===== config.mk =====
export PLATFORM = sky130hd
export DESIGN_NAME = debounce_bank
export DESIGN_NICKNAME = d
export VERILOG_FILES = /design/src/rtl/debounce_pkg.sv /design/src/rtl/debounce_chan.sv /design/src/rtl/debounce_bank.sv
export SDC_FILE = /design/constraint.sdc
export NUM_CORES = 1
export LEC_CHECK = 0
export CORE_ASPECT_RATIO = 1.5
export CORE_MARGIN = 8
export CORE_UTILIZATION = 60
export CTS_BUF_LIST = sky130_fd_sc_hd__clkbuf_16
export DETAILED_ROUTE_END_ITERATION = 10
export PLACE_DENSITY = 0.79
export SLEW_MARGIN = 20
export SYNTH_ARGS = -nofsm -noshare
export SYNTH_HDL_FRONTEND = slang
export SYNTH_SLANG_ARGS = --single-unit

===== constraint.sdc =====
create_clock -name clk_i -period 2.2 [get_ports clk_i]
set_clock_uncertainty 0.1 [all_clocks]
set_input_delay 0.55 -clock clk_i [delete_from_list [all_inputs] [get_ports clk_i]]
set_output_delay 0.55 -clock clk_i [all_outputs]
set_load 0.02 [all_outputs]

===== src/rtl/debounce_pkg.sv =====
// Shared types and defaults for the switch/button debouncer bank.
package debounce_pkg;

    typedef enum logic [1:0] {
        LOW      = 2'd0,
        RISE_CHK = 2'd1,
        HIGH     = 2'd2,
        FALL_CHK = 2'd3
    } db_state_t;

    localparam int unsigned DB_STABLE_CNT_DEF = 10;
    localparam int unsigned DB_CNT_W_DEF      = 8;

    // The accepted level is high while sitting in HIGH or while confirming a release.
    function automatic logic db_level(input db_state_t st);
        return (st == HIGH) || (st == FALL_CHK);
    endfunction

endpackage


===== src/rtl/debounce_chan.sv =====
// One debouncer channel: two-flop synchroniser, confirm FSM with reload
// down-counter, and registered level/rise/fall outputs.
module debounce_chan
    import debounce_pkg::*;
#(
    parameter int unsigned CNT_W      = DB_CNT_W_DEF,
    parameter int unsigned STABLE_CNT = DB_STABLE_CNT_DEF
) (
    input  logic clk_i,
    input  logic rst_i,
    input  logic tick_i,
    input  logic bn_i,
    output logic level_o,
    output logic rise_o,
    output logic fall_o,
    output logic rise_nxt_o
);

    localparam logic [CNT_W-1:0] RELOAD = CNT_W'(STABLE_CNT - 1);

    logic             sync1_q;
    logic             sync2_q;
    db_state_t        state_q, state_d;
    logic [CNT_W-1:0] cnt_q, cnt_d;
    logic             level_q, level_d;
    logic             rise_q, rise_d;
    logic             fall_q, fall_d;

    // Next-state logic; the zero check comes before the decrement so cnt never wraps.
    always_comb begin
        state_d = state_q;
        cnt_d   = cnt_q;
        rise_d  = 1'b0;
        fall_d  = 1'b0;
        case (state_q)
            LOW: begin
                if (sync2_q) begin
                    state_d = RISE_CHK;
                    cnt_d   = RELOAD;
                end else begin
                    state_d = LOW;
                end
            end
            RISE_CHK: begin
                if (!sync2_q) begin
                    state_d = LOW;
                end else if (tick_i && (cnt_q == '0)) begin
                    state_d = HIGH;
                    rise_d  = 1'b1;
                end else if (tick_i) begin
                    cnt_d = cnt_q - CNT_W'(1);
                end else begin
                    cnt_d = cnt_q;
                end
            end
            HIGH: begin
                if (!sync2_q) begin
                    state_d = FALL_CHK;
                    cnt_d   = RELOAD;
                end else begin
                    state_d = HIGH;
                end
            end
            FALL_CHK: begin
                if (sync2_q) begin
                    state_d = HIGH;
                end else if (tick_i && (cnt_q == '0)) begin
                    state_d = LOW;
                    fall_d  = 1'b1;
                end else if (tick_i) begin
                    cnt_d = cnt_q - CNT_W'(1);
                end else begin
                    cnt_d = cnt_q;
                end
            end
            default: begin
                state_d = LOW;
                cnt_d   = '0;
            end
        endcase
        level_d = db_level(state_d);
    end

    // State, synchroniser and output registers with synchronous reset.
    always_ff @(posedge clk_i) begin
        if (rst_i) begin
            sync1_q <= 1'b0;
            sync2_q <= 1'b0;
            state_q <= LOW;
            cnt_q   <= '0;
            level_q <= 1'b0;
            rise_q  <= 1'b0;
            fall_q  <= 1'b0;
        end else begin
            sync1_q <= bn_i;
            sync2_q <= sync1_q;
            state_q <= state_d;
            cnt_q   <= cnt_d;
            level_q <= level_d;
            rise_q  <= rise_d;
            fall_q  <= fall_d;
        end
    end

    assign level_o    = level_q;
    assign rise_o     = rise_q;
    assign fall_o     = fall_q;
    assign rise_nxt_o = rise_d;

endmodule


===== src/rtl/debounce_bank.sv =====
// Bank of N_CH independent debouncers with a registered any-rise summary
// aligned to the per-channel rise pulses.
module debounce_bank
    import debounce_pkg::*;
#(
    parameter int unsigned N_CH       = 16,
    parameter int unsigned CNT_W      = DB_CNT_W_DEF,
    parameter int unsigned STABLE_CNT = DB_STABLE_CNT_DEF
) (
    input  logic            clk_i,
    input  logic            rst_i,
    input  logic            tick_i,
    input  logic [N_CH-1:0] bn_i,
    output logic [N_CH-1:0] level_o,
    output logic [N_CH-1:0] rise_o,
    output logic [N_CH-1:0] fall_o,
    output logic            any_rise_o
);

    if ((STABLE_CNT < 1) || (STABLE_CNT > (2**CNT_W) - 1)) begin : g_bad_stable_cnt
        $error("debounce_bank: STABLE_CNT out of range for CNT_W");
    end
    if ((N_CH < 1) || (N_CH > 32)) begin : g_bad_n_ch
        $error("debounce_bank: N_CH must be 1..32");
    end

    logic [N_CH-1:0] rise_nxt_s;
    logic            any_rise_q;

    for (genvar g = 0; g < N_CH; g++) begin : g_chan
        debounce_chan #(
            .CNT_W      (CNT_W),
            .STABLE_CNT (STABLE_CNT)
        ) u_chan (
            .clk_i      (clk_i),
            .rst_i      (rst_i),
            .tick_i     (tick_i),
            .bn_i       (bn_i[g]),
            .level_o    (level_o[g]),
            .rise_o     (rise_o[g]),
            .fall_o     (fall_o[g]),
            .rise_nxt_o (rise_nxt_s[g])
        );
    end

    // Summary flag registered from the same next-cycle rise terms as rise_o.
    always_ff @(posedge clk_i) begin
        if (rst_i) begin
            any_rise_q <= 1'b0;
        end else begin
            any_rise_q <= |rise_nxt_s;
        end
    end

    assign any_rise_o = any_rise_q;

endmodule


Yosys cells after proc, flatten, opt, wreduce, memory -nomap -nowiden:

Cells that the tools add are included.

* logic and storage cells: 658
* register bits after elaboration: 241

* reductions and logical operators: 97
* multiplexer cells: 272
* add/sub/neg operators: 16
* bitwise operators: 16
* equal/unequal tests: 144

Operators with widths (count)
* $mux W8: 96
* $pmux W8 S4: 16
* $eq A2 B2 Y1 const B: 64
* $logic_not A8 Y1: 16
* $mux W2: 64
* $pmux W2 S4: 16
* $sub A8 B1 Y8 const B: 16
* $mux W1: 80
* $ne A2 B1 Y1 const B: 32
* $ne A2 B2 Y1 const B: 32
* $reduce_and A4 Y1: 16
* $reduce_or A3 Y1: 16
* $eq A2 B1 Y1 const B: 16
* $logic_not A2 Y1: 16
* $logic_and A1 B1 Y1: 16
* $logic_or A1 B1 Y1: 16
* $not A1 Y1: 16
* $reduce_or A16 Y1: 1

Depth between registers and ports, before layout:

* depth in word-level cells: 7
* gate-level depth with buffers: 8
* gate-level depth less buffers: 7

Hierarchy:

A second synthesis with hierarchy kept.

* cells, all modules: 1206
* area total of the unflattened synthesis: 11364.6 um^2

By module, submodules not included
* debounce_chan: instances 16, sequential area each 300.3 um^2, area each 706.9 um^2, cells an instance 75
* debounce_bank: instances 1, sequential area each 20.0 um^2, area each 53.8 um^2, cells an instance 6

Least setup slack after synthesis:

Ideal clock, no wire load.

* kind: input -> register
* from: in tick_i
* to: reg g_chan[3].u_chan.cnt_q[7]
* path slack: 112 ps
* arrival time: 1918 ps
* path buffers: 1
* data required time: 2030 ps
* stages on the path: 6
* setup time: 70 ps
* path through: buf_4 inv_2 a21o_1 a211oi_1 or4b_1 a21oi_1

* longest elaborated chain between the ends: 4
* elaborated cells on any way between the ends: 6
* classes of those cells: mux (5); reduce/logical (1)

Ends and longest elaborated chain
* start: declaration: line debounce_bank.sv:12 `input logic tick_i,`
* $mux W8 / $logic_and A1 B1 Y1 (equally long branches)
* $mux W8 *
* $mux W8 (on tied branches)
* $pmux W8 S4 *
* end signal: assignment: line debounce_chan.sv:98 `cnt_q <= cnt_d;`
* end: declaration: line debounce_chan.sv:24 `logic [CNT_W-1:0] cnt_q, cnt_d;`

Mark *: on every way between the ends. The rest lies on a longest branch, timed or not. The select of a mux whose other input is x is not followed.
A chain may end at the register's enable or synchronous reset.

Final worst setup path:

* from: reg g_chan[12].u_chan.cnt_q[2]
* to: reg g_chan[12].u_chan.level_q

* longest elaborated chain between the ends: 7
* elaborated cells on any way between the ends: 10
* classes of those cells: eq/ne (2); mux (5); reduce/logical (3)

Ends and longest elaborated chain
* start: declaration: line debounce_chan.sv:24
* start signal: assignment: line debounce_chan.sv:98
* $logic_not A8 Y1 *: line debounce_chan.sv:47, debounce_chan.sv:67
* $logic_and A1 B1 Y1 *: line debounce_chan.sv:47, debounce_chan.sv:67
* $mux W2 (on tied branches): line debounce_chan.sv:67, debounce_chan.sv:47
* $mux W2 (on tied branches): line debounce_chan.sv:65, debounce_chan.sv:45
* $pmux W2 S4 *: line debounce_chan.sv:35 `case (state_q)`
* $eq A2 B2 Y1: line debounce_pkg.sv:16 `return (st == HIGH) || (st == FALL_CHK);`
* $logic_or A1 B1 Y1 *: line debounce_pkg.sv:16
* end signal: assignment: line debounce_chan.sv:99 `level_q <= level_d;`
* end: declaration: line debounce_chan.sv:25 `logic level_q, level_d;`

Mark *: on every way between the ends. The rest lies on a longest branch, timed or not.

==> results.txt <==
H-tree depth = 1
DRC Markers = 0
Post-Syn Area = 11,000 um^2
fin crit period = 2.10 ns
Starting Density = 60.3%
ANT cells = 0
Yosys cell types = 67
CP max stage delay = 0.57 ns
number of CTS-inserted buffers = 23
most frequent cells in the layout = dfxtp_1, nor2_1, xnor2_1, clkdlybuf4s50_1, inv_1
WL/cell = 14.9 um
I/O Pins = 68
Tot Pwr = 9820 uW
vias in the first global route = 8,226
CP Data Required Time = 2.48 ns
crit start category = flop
Post-synth ARST share = 0%
Iter 0 DRT Violations = 362
die height = 182 um
sequential area share after synthesis = 43.7%
clk_lat worst skew = 0.50 ns
post-DP HPWL = 15,500 um
final setup margin = 0.0998 ns
Finished Core Util = 68.7%
NumNets Final = 1,278
layout cells sized above 1 = 11.3%
filler cell count = 1,434
Crit. End Element = flop
largest net degree at the start of global routing = 88
Post-synth EDFFs = 0
WL final = 21,800 um
Setup violations, final = 0
initial antenna violation count = 0
drt pass-1 iters = 4
syn nets = 1,225
PortBufs = 67
Slew @ Worst Pin = 0.721 ns
maximum vdd ir drop = 0.000697 V
first-pass GRT wire length = 36,700 um
Clock Root Buffer = clkbuf_16
Hold-fix buffers, CTS = 0
CTS tree = built
Hold Crit Depth = 2
area of the multi-input gates = 5510 um^2
Yosys warning count = 0
DRT antenna net count = 0
hold path startpoint = rst_i
Crit Path Max Fanout = 5
Slew Limit Fails = 0
post-placement worst setup slack = 0.0668 ns
vias = 8,369
Power Density = 781 nW/um^2
Crit-path slowest cell = or4_4
fmax = 476 MHz
grt ovf = 0
Core Rows = 61
GP Congestion = 0.859
final worst path period share = 95.5%
Top cell by count, worst path = or4_4
LEAKAGE = 0.00482 uW
r2r worst-path depth = 5
post-synthesis sequential element count = 241
Hold Crit Endpoint = g_chan[2].u_chan.sync2_q$_SDFF_PP0_
Layout area overhead = 13.9%
critical-path cell list = or4_4 -> or4_4 -> or2_4 -> mux2i_1 -> nor2_1
FF-to-FF setup slack = 0.1 ns
crit path kind = flop to flop
number of clock sinks = 241
CP Data Arrival Time = 2.38 ns
worst min path class = input pin to flop
register area = 4820 um^2
Worst R2R End = g_chan[12].u_chan.level_o$_SDFF_PP0_
die span in x = 127 um
die area = 23,100 um^2
reg-to-reg startpoint = g_chan[12].u_chan.cnt_q[2]$_SDFFE_PP0P_
post-synthesis cell count = 1,174
vias per cell = 5.73
Clock Path Buffers = 3
Reg clk slew, reported paths = 0.07 ns
most common cell after layout, fill and taps aside = dfxtp_1
core area = 18,300 um^2
setup_tns = 0 ns
Mean Syn Cell Area = 9.41 um^2
Overall Global Routing Usage = 18.5%
max_cap viols = 0
final hold violations = 0
ys flop type = dfxtp_1
run status = finished clean
slew margin rel. = 51.6%
## layout make-up
type                    instances  area share (%)
multi-input cells             791            43.8
flip-flops and latches        241            38.4
clock inverters                16            1.23
well taps                     220            2.19
repair buffers                110            8.05
inverters                      60            1.79
clock buffers                  23            4.58
## synth_stat cells, types with 6 or more instances
library cell,count,area (um^2)
a211oi_1,49,368
ha_1,32,400
mux2i_1,19,190
nor2b_1,40,250
or2_2,16,100
o31ai_4,6,128
nor4b_1,17,149
nand2b_1,15,93.8
a21o_1,8,60.1
nor3_1,39,195
or4_1,18,135
nor2_1,151,567
nand4b_1,9,78.8
clkbuf_1,27,101
nor4_1,20,125
buf_4,50,375
xnor2_1,81,709
nand4_1,6,37.5
inv_1,59,221
o21ai_0,8,40.0
nor4b_2,6,90.1
nand3_1,21,105
a21oi_1,40,200
or3_1,25,156
nor3b_1,13,97.6
or4_4,9,101
dfxtp_1,241,4820
nand2_1,40,150
a2111oi_0,14,123
and3_1,9,56.3
xor2_1,20,175
## through the flow
step	instance area (um^2)	cells	hold WS, ns
floorplan	11000	1174	0.314
global placement	11800	1419	0.320
detailed placement	11800	1419	0.322
CTS	12500	1458	0.252
global route	12600	1461	0.272
finish	12600	1461	0.271
## power breakdown
group          total [uW]  internal, uW  switching, uW
Combinational        1240           581            658
Clock                3860          2250           1610
Sequential           4710          4530            180
Total                9820          7370           2450
## worst max path at each step
stage,start,to,slack (ns),cells past startpoint
detailed placement,tick_i,g_chan[6].u_chan.cnt_q[4]$_SDFFE_PP0P_,0.07,7
CTS,g_chan[14].u_chan.rise_o$_SDFF_PP0_,rise_o[14],0.01,1
floorplan,tick_i,g_chan[3].u_chan.cnt_q[7]$_SDFFE_PP0P_,0.11,6
finish,g_chan[12].u_chan.cnt_q[2]$_SDFFE_PP0P_,g_chan[12].u_chan.level_o$_SDFF_PP0_,0.1,5
global route,g_chan[12].u_chan.cnt_q[2]$_SDFFE_PP0P_,g_chan[12].u_chan.cnt_q[0]$_SDFFE_PP0P_,-0.03,5
global placement,tick_i,g_chan[12].u_chan.cnt_q[6]$_SDFFE_PP0P_,0.11,6
## flip-flops by register name (all words and copies together), names as in the netlist
name                   flops
any_rise_o                 1
g_chan.u_chan.cnt_q      128
g_chan.u_chan.fall_o      16
g_chan.u_chan.level_o     16
g_chan.u_chan.rise_o      16
g_chan.u_chan.state_q     32
g_chan.u_chan.sync1_q     16
g_chan.u_chan.sync2_q     16
## logic make-up (layout without fill, tap and decap cells)
family,count (synthesis),after routing,synth area share (%)
AND/OR/NAND/NOR,476,476,24.3
flip-flops,241,241,43.7
AO/OA/AOI/OAI,163,163,12.1
buffers and inverters,142,209,6.54
XOR/XNOR,101,101,8.01
adder cells (fa/ha/maj),32,32,3.63
multiplexers,19,19,1.72
## layer usage
layer  wire length (um)  vias up  global-route usage, %
met5                  0        -                      0
met2              11200      148                   35.2
met1               9000     3989                   19.9
met3                907       45                   2.89
li1                   -     4187                      -
met4                650        0                   7.31
## worst max-delay path: cells and delay by family, from the launching register on
| family | cells | cell delay (ns) |
|---|---|---|
| flip-flops | 1 | 0.34 |
| multiplexers | 1 | 0.20 |
| AND/OR/NAND/NOR | 4 | 1.34 |
## repair_timing
item	CTS	global route
gates resized for setup	1	4
endpoints found under the setup margin	1	6
pin swaps	0	2
buffers inserted	0	3
Power figures use the tool's default switching activity.
